## src/rtl/aos_param_fifo_pkg.sv

```systemverilog
`default_nettype none
// ============================================================================
// Module      : aos_param_fifo_pkg
// Description : Shared constants for the parametrised shell-glue FIFO.
//               FIFO_TYPE_* select the read mode of aos_param_fifo.
//               Existing per-path *_FIFO_Type / *_FIFO_Depth constants are
//               passed straight through as TYPE / LOG_DEPTH.
// Ports       : none (package)
// Revision    : 1.0 - initial release
// ============================================================================
package aos_param_fifo_pkg;

    localparam int unsigned FIFO_TYPE_REG  = 0;  // registered read, 1-cycle latency
    localparam int unsigned FIFO_TYPE_FWFT = 1;  // first-word-fall-through

    // Pointer width; a 1-entry FIFO still needs a 1-bit (constant zero) pointer.
    function automatic int unsigned ptr_width(input int unsigned log_depth);
        return (log_depth == 0) ? 1 : log_depth;
    endfunction

endpackage
`default_nettype wire

```

## src/rtl/aos_fifo_mem.sv

```systemverilog
`default_nettype none
// ============================================================================
// Module      : aos_fifo_mem
// Description : Storage array for aos_param_fifo. One write port; the read
//               port is registered (TYPE 0) or asynchronous (TYPE 1).
// Ports       : clk, rst         - clock, synchronous active-high reset
//               wr_en_i/addr/data - write port
//               rd_en_i, rd_addr_i - read request (used in registered mode)
//               rd_data_o         - read data
// Revision    : 1.0 - initial release
// ============================================================================
module aos_fifo_mem
    import aos_param_fifo_pkg::*;
#(
    parameter int unsigned WIDTH     = 64,
    parameter int unsigned LOG_DEPTH = 2,
    parameter int unsigned TYPE      = FIFO_TYPE_REG
) (
    input  logic                               clk,
    input  logic                               rst,
    input  logic                               wr_en_i,
    input  logic [ptr_width(LOG_DEPTH)-1:0]    wr_addr_i,
    input  logic [WIDTH-1:0]                   wr_data_i,
    input  logic                               rd_en_i,
    input  logic [ptr_width(LOG_DEPTH)-1:0]    rd_addr_i,
    output logic [WIDTH-1:0]                   rd_data_o
);

    localparam int unsigned AW      = ptr_width(LOG_DEPTH);
    // Sized to the full address space so indexing is width-exact; with
    // LOG_DEPTH = 0 the second entry is simply never addressed.
    localparam int unsigned ENTRIES = 1 << AW;

    logic [WIDTH-1:0] mem_q [ENTRIES];

    // Contents are not reset: the control logic never reads an unwritten slot.
    always_ff @(posedge clk) begin
        if (wr_en_i) begin
            mem_q[wr_addr_i] <= wr_data_i;
        end
    end

    generate
        if (TYPE == FIFO_TYPE_REG) begin : g_reg_read
            logic [WIDTH-1:0] rd_data_q;
            always_ff @(posedge clk) begin
                if (rst) begin
                    rd_data_q <= '0;
                end else if (rd_en_i) begin
                    rd_data_q <= mem_q[rd_addr_i];
                end
            end
            assign rd_data_o = rd_data_q;
        end else begin : g_fwft_read
            assign rd_data_o = mem_q[rd_addr_i];
        end
    endgenerate

endmodule
`default_nettype wire

```

## src/rtl/aos_param_fifo.sv

```systemverilog
`default_nettype none
// ============================================================================
// Module      : aos_param_fifo
// Description : Parametrised single-clock FIFO with occupancy count,
//               almost-full flag and sticky, clearable overflow/underflow.
// Ports       : clk, rst                 - clock, synchronous active-high reset
//               enq_en, enq_data         - push request / data
//               full, almost_full        - space flags
//               deq_en                   - pop request
//               deq_data, deq_valid      - output word and its qualifier
//               empty, count             - occupancy
//               overflow, underflow      - sticky error flags
//               clear_err                - clears both error flags
// Revision    : 1.0 - initial release
// ============================================================================
module aos_param_fifo
    import aos_param_fifo_pkg::*;
#(
    parameter int unsigned WIDTH       = 64,
    parameter int unsigned LOG_DEPTH   = 2,
    parameter int unsigned TYPE        = FIFO_TYPE_REG,
    parameter int unsigned AFULL_SLACK = 1
) (
    input  logic                 clk,
    input  logic                 rst,
    input  logic                 enq_en,
    input  logic [WIDTH-1:0]     enq_data,
    output logic                 full,
    output logic                 almost_full,
    input  logic                 deq_en,
    output logic [WIDTH-1:0]     deq_data,
    output logic                 deq_valid,
    output logic                 empty,
    output logic [LOG_DEPTH:0]   count,
    output logic                 overflow,
    output logic                 underflow,
    input  logic                 clear_err
);

    localparam int unsigned DEPTH       = 1 << LOG_DEPTH;
    localparam int unsigned PW          = ptr_width(LOG_DEPTH);
    localparam int unsigned CW          = LOG_DEPTH + 1;
    localparam int unsigned AFULL_LEVEL = DEPTH - AFULL_SLACK;

    logic [PW-1:0] wr_ptr_q, wr_ptr_d;
    logic [PW-1:0] rd_ptr_q, rd_ptr_d;
    logic [CW-1:0] count_q,  count_d;
    logic          overflow_q,  overflow_d;
    logic          underflow_q, underflow_d;
    logic          w_push;
    logic          w_pop;

    // Flags decode only the registered count, so a same-cycle pop never
    // frees space for a push and a same-cycle push never feeds a pop.
    assign full        = (count_q == CW'(DEPTH));
    assign empty       = (count_q == '0);
    assign almost_full = (count_q >= CW'(AFULL_LEVEL));
    assign count       = count_q;
    assign overflow    = overflow_q;
    assign underflow   = underflow_q;

    assign w_push = enq_en && !full;
    assign w_pop  = deq_en && !empty;

    always_comb begin
        wr_ptr_d    = wr_ptr_q;
        rd_ptr_d    = rd_ptr_q;
        count_d     = count_q;
        overflow_d  = overflow_q;
        underflow_d = underflow_q;

        // Explicit wrap keeps a 1-entry FIFO's pointer pinned at zero.
        if (w_push) begin
            wr_ptr_d = (wr_ptr_q == PW'(DEPTH - 1)) ? '0 : wr_ptr_q + 1'b1;
        end
        if (w_pop) begin
            rd_ptr_d = (rd_ptr_q == PW'(DEPTH - 1)) ? '0 : rd_ptr_q + 1'b1;
        end

        case ({w_push, w_pop})
            2'b10:   count_d = count_q + 1'b1;
            2'b01:   count_d = count_q - 1'b1;
            default: count_d = count_q;
        endcase

        // A new error event takes priority over a same-cycle clear.
        if (enq_en && full) begin
            overflow_d = 1'b1;
        end else if (clear_err) begin
            overflow_d = 1'b0;
        end
        if (deq_en && empty) begin
            underflow_d = 1'b1;
        end else if (clear_err) begin
            underflow_d = 1'b0;
        end
    end

    always_ff @(posedge clk) begin
        if (rst) begin
            wr_ptr_q    <= '0;
            rd_ptr_q    <= '0;
            count_q     <= '0;
            overflow_q  <= 1'b0;
            underflow_q <= 1'b0;
        end else begin
            wr_ptr_q    <= wr_ptr_d;
            rd_ptr_q    <= rd_ptr_d;
            count_q     <= count_d;
            overflow_q  <= overflow_d;
            underflow_q <= underflow_d;
        end
    end

    aos_fifo_mem #(
        .WIDTH     (WIDTH),
        .LOG_DEPTH (LOG_DEPTH),
        .TYPE      (TYPE)
    ) u_mem (
        .clk       (clk),
        .rst       (rst),
        .wr_en_i   (w_push),
        .wr_addr_i (wr_ptr_q),
        .wr_data_i (enq_data),
        .rd_en_i   (w_pop),
        .rd_addr_i (rd_ptr_q),
        .rd_data_o (deq_data)
    );

    generate
        if (TYPE == FIFO_TYPE_REG) begin : g_reg_valid
            // Valid for exactly the cycle after an accepted pop.
            logic deq_valid_q;
            always_ff @(posedge clk) begin
                if (rst) begin
                    deq_valid_q <= 1'b0;
                end else begin
                    deq_valid_q <= w_pop;
                end
            end
            assign deq_valid = deq_valid_q;
        end else begin : g_fwft_valid
            assign deq_valid = !empty;
        end
    endgenerate

endmodule
`default_nettype wire

```

## config.mk

```make
export PLATFORM = sky130hd
export DESIGN_NAME = aos_param_fifo
export DESIGN_NICKNAME = d
export VERILOG_FILES = /design/src/rtl/aos_param_fifo_pkg.sv /design/src/rtl/aos_fifo_mem.sv /design/src/rtl/aos_param_fifo.sv
export SDC_FILE = /design/constraint.sdc
export NUM_CORES = 1
export LEC_CHECK = 0
export BUFFER_PORTS_ARGS = -buffer_cell sky130_fd_sc_hd__buf_2
export CORE_MARGIN = 1.5
export CORE_UTILIZATION = 60
export CTS_CLUSTER_DIAMETER = 40
export CTS_CLUSTER_SIZE = 14
export DETAILED_ROUTE_END_ITERATION = 8
export PLACE_DENSITY = 0.93
export SYNTH_ARGS = -nofsm -noshare
export SYNTH_HDL_FRONTEND = slang
export SYNTH_SLANG_ARGS = --single-unit
```

## constraint.sdc

```tcl
create_clock -name clk -period 7.2 [get_ports clk]
set_input_delay 1.44 -clock clk [delete_from_list [all_inputs] [get_ports clk]]
set_output_delay 1.44 -clock clk [all_outputs]
set_load 0.1 [all_outputs]
```

* Word-level counts from Yosys, hierarchy flattened
Memory sizes are Yosys's and may differ from the RTL's. A register that Yosys moved wholly into a read port is not among the register bits.
Cells that the tools add are included.
** Cells by class
- Muxes and demuxes :: 8
- Equality and inequality tests :: 5
- Reduce and logical (&&, ||, !) cells :: 10
- $lt $le $gt $ge :: 1
- $add $sub $neg :: 4
** Operator list (count)
- 2-bit == test, second input constant :: 3
- 3-bit one-hot mux with 2 select lines :: 1
- 2-bit nonzero test :: 3
- 1-bit 2-to-1 mux :: 5
- 2-bit by 1-bit adder with 2-bit output, second input constant :: 2
- 1-bit logical AND :: 4
- 2-bit 2-to-1 mux :: 2
- 3-bit by 1-bit adder with 3-bit output, second input constant :: 1
- 3-bit == test, second input constant :: 1
- 3-bit by 2-bit >= comparator with 1-bit output, second input constant :: 1
- 3-bit zero test :: 1
- 3-bit by 1-bit subtractor with 3-bit output, second input constant :: 1
- 2-bit by 1-bit == test with 1-bit output, second input constant :: 1
- 1-bit zero test :: 2
** Storage, ports and cells
- Memory bits (writable) :: 256
- Output and inout bits :: 73
- Input port bits :: 69
- Flip-flop bits (word level) :: 10
- Memories :: 1
** Memory list
- u_mem.mem_q :: depth 4, width 64, rd ports 1, clocked after memory_dff 1, write ports 1, line aos_fifo_mem.sv:34 : logic [WIDTH-1:0] mem_q [ENTRIES];

* Longest topological paths before layout
Gate-level depths: netlist of the first run.
- Word-level depth :: 5
- Depth in mapped cells :: 9
- Mapped depth without buffers :: 9

* Modules after synthesis
Synthesis of the first run repeated with hierarchy kept, for this count alone.
** Second synthesis, totals
- Cells, all modules :: 679
- Area total of the unflattened synthesis :: 12512.0 µm²
** Modules (own cells, without submodules)
- aos_fifo_mem :: sequential area each 8968.6 µm², cells an instance 625, area an instance 12041.5 µm², times used 1
- aos_param_fifo :: sequential area each 200.2 µm², cells an instance 54, area an instance 470.5 µm², times used 1

* Least setup slack after synthesis of the first run
Ideal clock, no wire load.
- Path kind :: reg2out
- From :: register count_q[0], in the netlist count[0]
- To :: output port empty
- Stages on the path, launching flop included :: 2
- Arrival :: 3.000 ns
- Data required time :: 5.760 ns
- Path slack :: 2.760 ns
- Buffers on the path :: 0
- Cells stage by stage :: dfxtp_1 nor3_1
** On the way
- Cells in the longest elaborated chain, start to end :: 1
** RTL lines
- from (decl) :: line aos_param_fifo.sv:47 : logic [CW-1:0] count_q, count_d;
- from (signal assigned) :: line aos_param_fifo.sv:109 : count_q <= count_d;
- 3-bit zero test :: line aos_param_fifo.sv:56 : assign empty = (count_q == '0);
- to (decl) :: line aos_param_fifo.sv:33 : output logic empty,
No other way between the ends.

* Worst setup path in the final report of the first run
- From :: register count_q[2], in the netlist count[2]
- To :: output port full
** On the way
- Cells in the longest elaborated chain, start to end :: 1
** RTL lines
- 3-bit == test :: line aos_param_fifo.sv:55 : assign full = (count_q == CW'(DEPTH));
- to (decl) :: line aos_param_fifo.sv:28 : output logic full,
No other way between the ends.

==> results.yml, run 1 <==
synthesis:
  ys_seq_area_frac: 0.781
  syn_area_mm2: 0.0117
  synth.avg_cell_area_um2: 21.8
  synthMuxAreaShare: 0.123
  synth-edff-count: 256
  synth_nets: 615
  synth-seq-cells: 330
  synth_top_flop_cell: "edfxtp_1"
  yosys.area_share.xor_xnor: 0.00149
  synth-compound-area-share: 0.0549
  yosysUniqueCellTypes: 28
  ys_warn_count: 0
  synthAdderAreaFrac: 0.00810
  yosys.area_share.simple: 0.0119
  async_flop_share: 0
  synth_cells: 539
  synth_top_family_by_area: "multiplexers"
global_routing:
  grtUsageTotal: 0.239
  grt_pass1_wl_mm: 35.5
  grt_max_degree: 67
  grt_pass1_vias: 6277
  antenna_found_initial: 4
  grt_overflow_total: 0
pwr:
  power_density_mw_per_mm2: 430
  p_leak_nw: 4.90
  ir_drop_mv: 0.268
sta:
  rsz0062_at_grt: "false"
  finalSetupViolCount: 0
  finalHoldViolCount: 0
  finalSetupTns_ns: 0
  clock_skew_ns: 0.0152
  finalMaxSlewViolations: 0
  maxSlewHeadroom: 0.321
  period_minus_slack_ns: 3.38
  max_freq_ghz: 0.296
  final.period_utilization: 0.469
  tightest_slew_ns: 1.02
  fin_ws_ns: 3.82
die:
  die_height_um: 143
  coreArea_mm2: 0.0190
  initial_core_util: 0.619
  die-area_mm2: 0.0204
  die_width_um: 143
  fp-row-count: 50
  ios: 142
finish:
  drive_above_1_share: 0.376
  fin_nets: 767
  stdcell_area_mm2: 0.0138
  area_delta_synth_final_pct: 17.4
status:
  status: "finished, final reports clean"
min_path:
  hp-class: "reg -> reg"
  whs_path_depth: 1
drt:
  drt-initial-drc-count: 505
  drc_errors: 0
  wire_per_inst_um: 24.0
  ant_nets: 0
  vias: 5948
  via_per_inst: 6.07
  firstDrtPassIters: 5
  wirelength_mm: 23.5
cts:
  root_buffer: "clkbuf_16"
  post_cts_resize_count: 0
  clock_latency_ns: 0.51
  cts_htree_levels: 2
  cts.sinks: 330
  cts_buffer_depth: 3
  post_cts_buffers: 0
  cts.clk_slew.worst_paths_ns: 0.07
  cts-buffers-inserted: 35
  tritoncts: "yes"
  hold_buffers: 0
worst_setup_path:
  reg2reg_slack_ns: 4.68
  worstPathRequired_ns: 5.76
  r2r_cells: 9
  critPathCaptureType: "output pin"
  cp.arrival_ns: 1.94
  crit_type: "reg -> out"
  path_max_fanout: 7
  start_kind: "flip-flop"
placed_design:
  dp.final_hpwl_mm: 13.5
  dpl_cell_area_mm2: 0.0126
  io_buffers: 141
  place_congestion: 0.771
  dpl_worst_slack_ns: 4.00
job:
  cap_violations: 0
cells in the mapped netlist (2+ instances only):
cell | count | share of area
or3_1 | 2 | 0.0011
and2_1 | 4 | 0.0021
o21ai_0 | 2 | 0.00085
mux4_2 | 64 | 0.12
clkbuf_1 | 8 | 0.0026
nor2_1 | 7 | 0.0022
buf_6 | 7 | 0.0067
a22o_1 | 64 | 0.048
xor2_1 | 2 | 0.0015
inv_1 | 7 | 0.0022
edfxtp_1 | 256 | 0.66
buf_2 | 4 | 0.0017
ha_1 | 6 | 0.0064
a21oi_1 | 8 | 0.0034
nand2_1 | 3 | 0.00096
buf_4 | 9 | 0.0058
dfxtp_1 | 74 | 0.13
nor2b_1 | 2 | 0.0011
cells in the final DEF, fill, tap and decap left out, types with 3 or more instances in the layout:
cell,count
edfxtp_1,256
buf_2,141
dfxtp_1,72
mux4_2,64
a22o_1,64
clkbuf_16,37
clkbuf_1,9
a21oi_1,8
inv_1,7
nor2_1,6
ha_1,6
diode_2,4
and2_4,4
nand2_1,3
inv_6,3
bufinv_16,3
routing by layer:
layer,up-vias,wire [µm],GRT usage
met5,-,0,0
li1,2540,-,-
met4,0,576,0.0841
met1,3097,9050,0.301
met3,46,1630,0.0553
met2,265,12200,0.412
cells by family (layout without fill, tap and decap cells):
family	Yosys count	count (layout)
AO/OA/AOI/OAI	77	77
adder cells (fa/ha/maj)	7	7
buffers and inverters	36	213
XOR/XNOR	2	2
flip-flops	330	330
multiplexers	64	64
AND/OR/NAND/NOR	23	23
other	0	4
area by class of cell:
cell class,count,area (µm²)
clock buffer,46,960
timing repair buffer,143,721
sequential,330,9180
fill,1052,5180
tap,260,325
antenna,4,10.0
inverter,8,30.0
multi-input combinational,173,2360
clock inverter,16,194
sequential cells by signal (all words and copies together), names as in the netlist:
register         cells
wr_ptr_q             2
underflow            1
count                3
rd_ptr_q             2
u_mem.rd_data_o     64
u_mem.mem_q        256
overflow             1
deq_valid            1
stage by stage:
step	power [W]	hold WS, ns	cells	utilization
global placement	0.00411	0.455	914	0.665
finish	0.00592	0.470	980	0.727
floorplan	0.00388	0.492	539	-
detailed placement	0.00417	0.461	914	0.665
CTS	0.00596	0.477	976	0.726
global route	0.00611	0.488	979	0.726
power breakdown:
part	leakage [nW]	switching (W)	internal, W	total, W
Sequential	2.95	0.000176	0.00231	0.00249
Clock	0.555	0.000726	0.00106	0.00179
Combinational	1.39	0.00123	0.000419	0.00165
path summary, 6_finish.rpt:
| kind | from | to |
|---|---|---|
| max | count[2]$_SDFFE_PP0P_ | full |
| min | u_mem.rd_data_o[26]$_SDFFE_PP0P_ | u_mem.rd_data_o[26]$_SDFFE_PP0P_ |
| max reg2reg | count[2]$_SDFFE_PP0P_ | count[2]$_SDFFE_PP0P_ |
| min reg2reg | u_mem.rd_data_o[26]$_SDFFE_PP0P_ | u_mem.rd_data_o[26]$_SDFFE_PP0P_ |
worst max-delay path, cell delays in order, from the launching register on:
cell and delay (ns):
dfxtp_1 0.50, nor3b_2 0.42, buf_2 0.51
No activity file was read; power rests on OpenSTA's default activity.
==> run 2: changes to the inputs <==
--- a/config.mk
+++ b/config.mk
@@ -7,11 +7,11 @@
 export LEC_CHECK = 0
 export BUFFER_PORTS_ARGS = -buffer_cell sky130_fd_sc_hd__buf_2
 export CORE_MARGIN = 1.5
-export CORE_UTILIZATION = 60
+export CORE_UTILIZATION = 52
 export CTS_CLUSTER_DIAMETER = 40
 export CTS_CLUSTER_SIZE = 14
 export DETAILED_ROUTE_END_ITERATION = 8
-export PLACE_DENSITY = 0.93
+export PLACE_DENSITY = 0.86
 export SYNTH_ARGS = -nofsm -noshare
 export SYNTH_HDL_FRONTEND = slang
 export SYNTH_SLANG_ARGS = --single-unit
==> constraint.sdc (replaced) <==
create_clock -name clk -period 2.8 [get_ports clk]
set_input_delay 0.56 -clock clk [delete_from_list [all_inputs] [get_ports clk]]
set_output_delay 0.56 -clock clk [all_outputs]
set_load 0.1 [all_outputs]
==> run 2 against run 1 <==
  * The flow now finishes with violations (design-rule violations)
  * Cell count rose by 3.8%
  * Combinational power rose to 2.6 times the previous value
  * Die area grew 15%
  * Clock power grew to 2.7 times the previous value
  * Flip-flop and latch count did not move
  * Routed wire length down 6.2%
  * Power grew to 2.6 times the previous value
  * Worst setup slack got worse by 3.3 ns
  * Clock-buffer cell count fell by 2
  * Via count down 2.7%
  * Global-route usage shrank 4.7 points
  * Highest routed layer is now met5
  * Largest power group unchanged
==> results.yml, run 2 (synthesis results as in run 1) <==
finish:
  fin_nets: 784
  regMostFlops: "u_mem.mem_q"
  post-route-util: 0.642
  fillers: 1436
  final_cell_mix: "256 x edfxtp_1, 141 x buf_2, 69 x dfxtp_1"
  final_cells: 1017
  area_delta_synth_final_pct: 20.2
  largest_register_ffs: 256
  final_common_cell: "edfxtp_1"
  drive_above_1_share: 0.409
pwr:
  clockPowerShare: 0.311
  finalPower_w: 0.0156
  pwr-share-comb: 0.281
  power_density_mw_per_mm2: 1100
  ir_drop_mv: 0.677
  p_leak_nw: 5.05
  netSwitchingFraction: 0.348
  internal_power_w: 0.0101
  pwr-share-seq: 0.408
  netSwitchingPower_w: 0.00542
sta:
  finalSetupTns_ns: 0
  rsz0062_at_grt: "false"
  maxSlewHeadroom: 0.465
  fin_ws_ns: 0.543
  max_freq_ghz: 0.443
  finalSetupViolCount: 0
  final.period_utilization: 0.806
  finalMaxSlewViolations: 0
  clock_skew_ns: 0.0157
  period_minus_slack_ns: 2.26
  tightest_slew_ns: 0.802
  finalHoldViolCount: 0
worst_setup_path:
  cp_cell_sequence: "nor3b_4 -> buf_2"
  critPathCaptureType: "output pin"
  cp_slowest_cell: "buf_2"
  crit_start: "count[2]$_SDFFE_PP0P_"
  reg2reg_from: "count[2]$_SDFFE_PP0P_"
  worstPathRequired_ns: 2.24
  start_kind: "flip-flop"
  path_max_fanout: 7
  crit_type: "reg -> out"
  cp.arrival_ns: 1.70
  timing.critical_path.slowest_cell_delay_ns: 0.49
die:
  die_width_um: 153
  die_height_um: 153
  die-area_mm2: 0.0235
  initial_core_util: 0.534
  ios: 142
  coreArea_mm2: 0.0220
  fp-row-count: 54
global_routing:
  antenna_found_initial: 4
  grt_max_degree: 54
  grt_pass1_wl_mm: 34.2
  grtUsageTotal: 0.192
  grt_overflow_total: 0
  grt_pass1_vias: 6112
min_path:
  min_from: "enq_data[12]"
  hp-class: "in -> reg"
drt:
  vias: 5789
  firstDrtPassIters: 7
  drt-initial-drc-count: 370
  drc_errors: 8
  ant_nets: 0
  wire_per_inst_um: 21.7
  wirelength_mm: 22.0
  via_per_inst: 5.69
placed_design:
  io_buffers: 141
  dpl_worst_slack_ns: 0.600
  place_congestion: 0.791
  dp_cells: 950
  dp.final_hpwl_mm: 13.6
cts:
  post_cts_resize_count: 0
  root_buffer: "clkbuf_16"
  cts.sinks: 330
  cts.clk_slew.worst_paths_ns: 0.06
  cts-buffers-inserted: 36
  cts_buffer_depth: 3
  post_cts_buffers: 0
  tritoncts: "yes"
  cts_htree_levels: 2
  clock_latency_ns: 0.50
  hold_buffers: 0
status:
  violations: "design-rule violations"
  status: "finished, violations left"
job:
  cap_violations: 0
## run 2: worst paths after layout
path                                      end  slack, ns  cells after the start
min              u_mem.mem_q[0][12]$_DFFE_PP_       0.27                      1
max reg2reg             count[2]$_SDFFE_PP0P_       0.66                      9
max                                      full       0.54                      2
min reg2reg  u_mem.rd_data_o[55]$_SDFFE_PP0P_       0.47                      1
## run 2: metrics by stage
stage,area (µm²),hold WS [ns]
2_1_floorplan,11800,0.492
3_3_place_gp,12900,0.455
3_5_place_dp,12900,0.462
4_1_cts,14100,0.244
5_1_grt,14100,0.255
6_report,14100,0.268
## run 2: cell type report
type                    count  area [µm²]  share of cell area
diodes                      3        7.51            0.000532
flip-flops and latches    330        9180               0.651
inverters                   8        30.0             0.00213
repair buffers            159         916              0.0649
clock buffers              44         962              0.0682
multi-input cells         173        2370               0.168
clock inverters            20         280              0.0199
well taps                 280         350              0.0248
## run 2: metal layers
layer  wire length, µm  GRT usage
met1              8640      0.241
met2             11400      0.330
met3              1450     0.0448
met4               483     0.0663
met5                13          0
## run 2: critical path: cells and delay by family (launching register included)
family / cells / cell delay, ns
buffers and inverters: 1 / 0.49
AND/OR/NAND/NOR: 1 / 0.32
flip-flops: 1 / 0.39
## run 2: power by group through the flow
stage	Sequential (W)	Clock, W	Combinational [W]
2_1_floorplan	0.00833	0	0.00166
3_3_place_gp	0.00639	0	0.00433
3_5_place_dp	0.00644	0	0.00440
4_1_cts	0.00635	0.00494	0.00442
5_1_grt	0.00642	0.00512	0.00456
6_report	0.00634	0.00484	0.00437
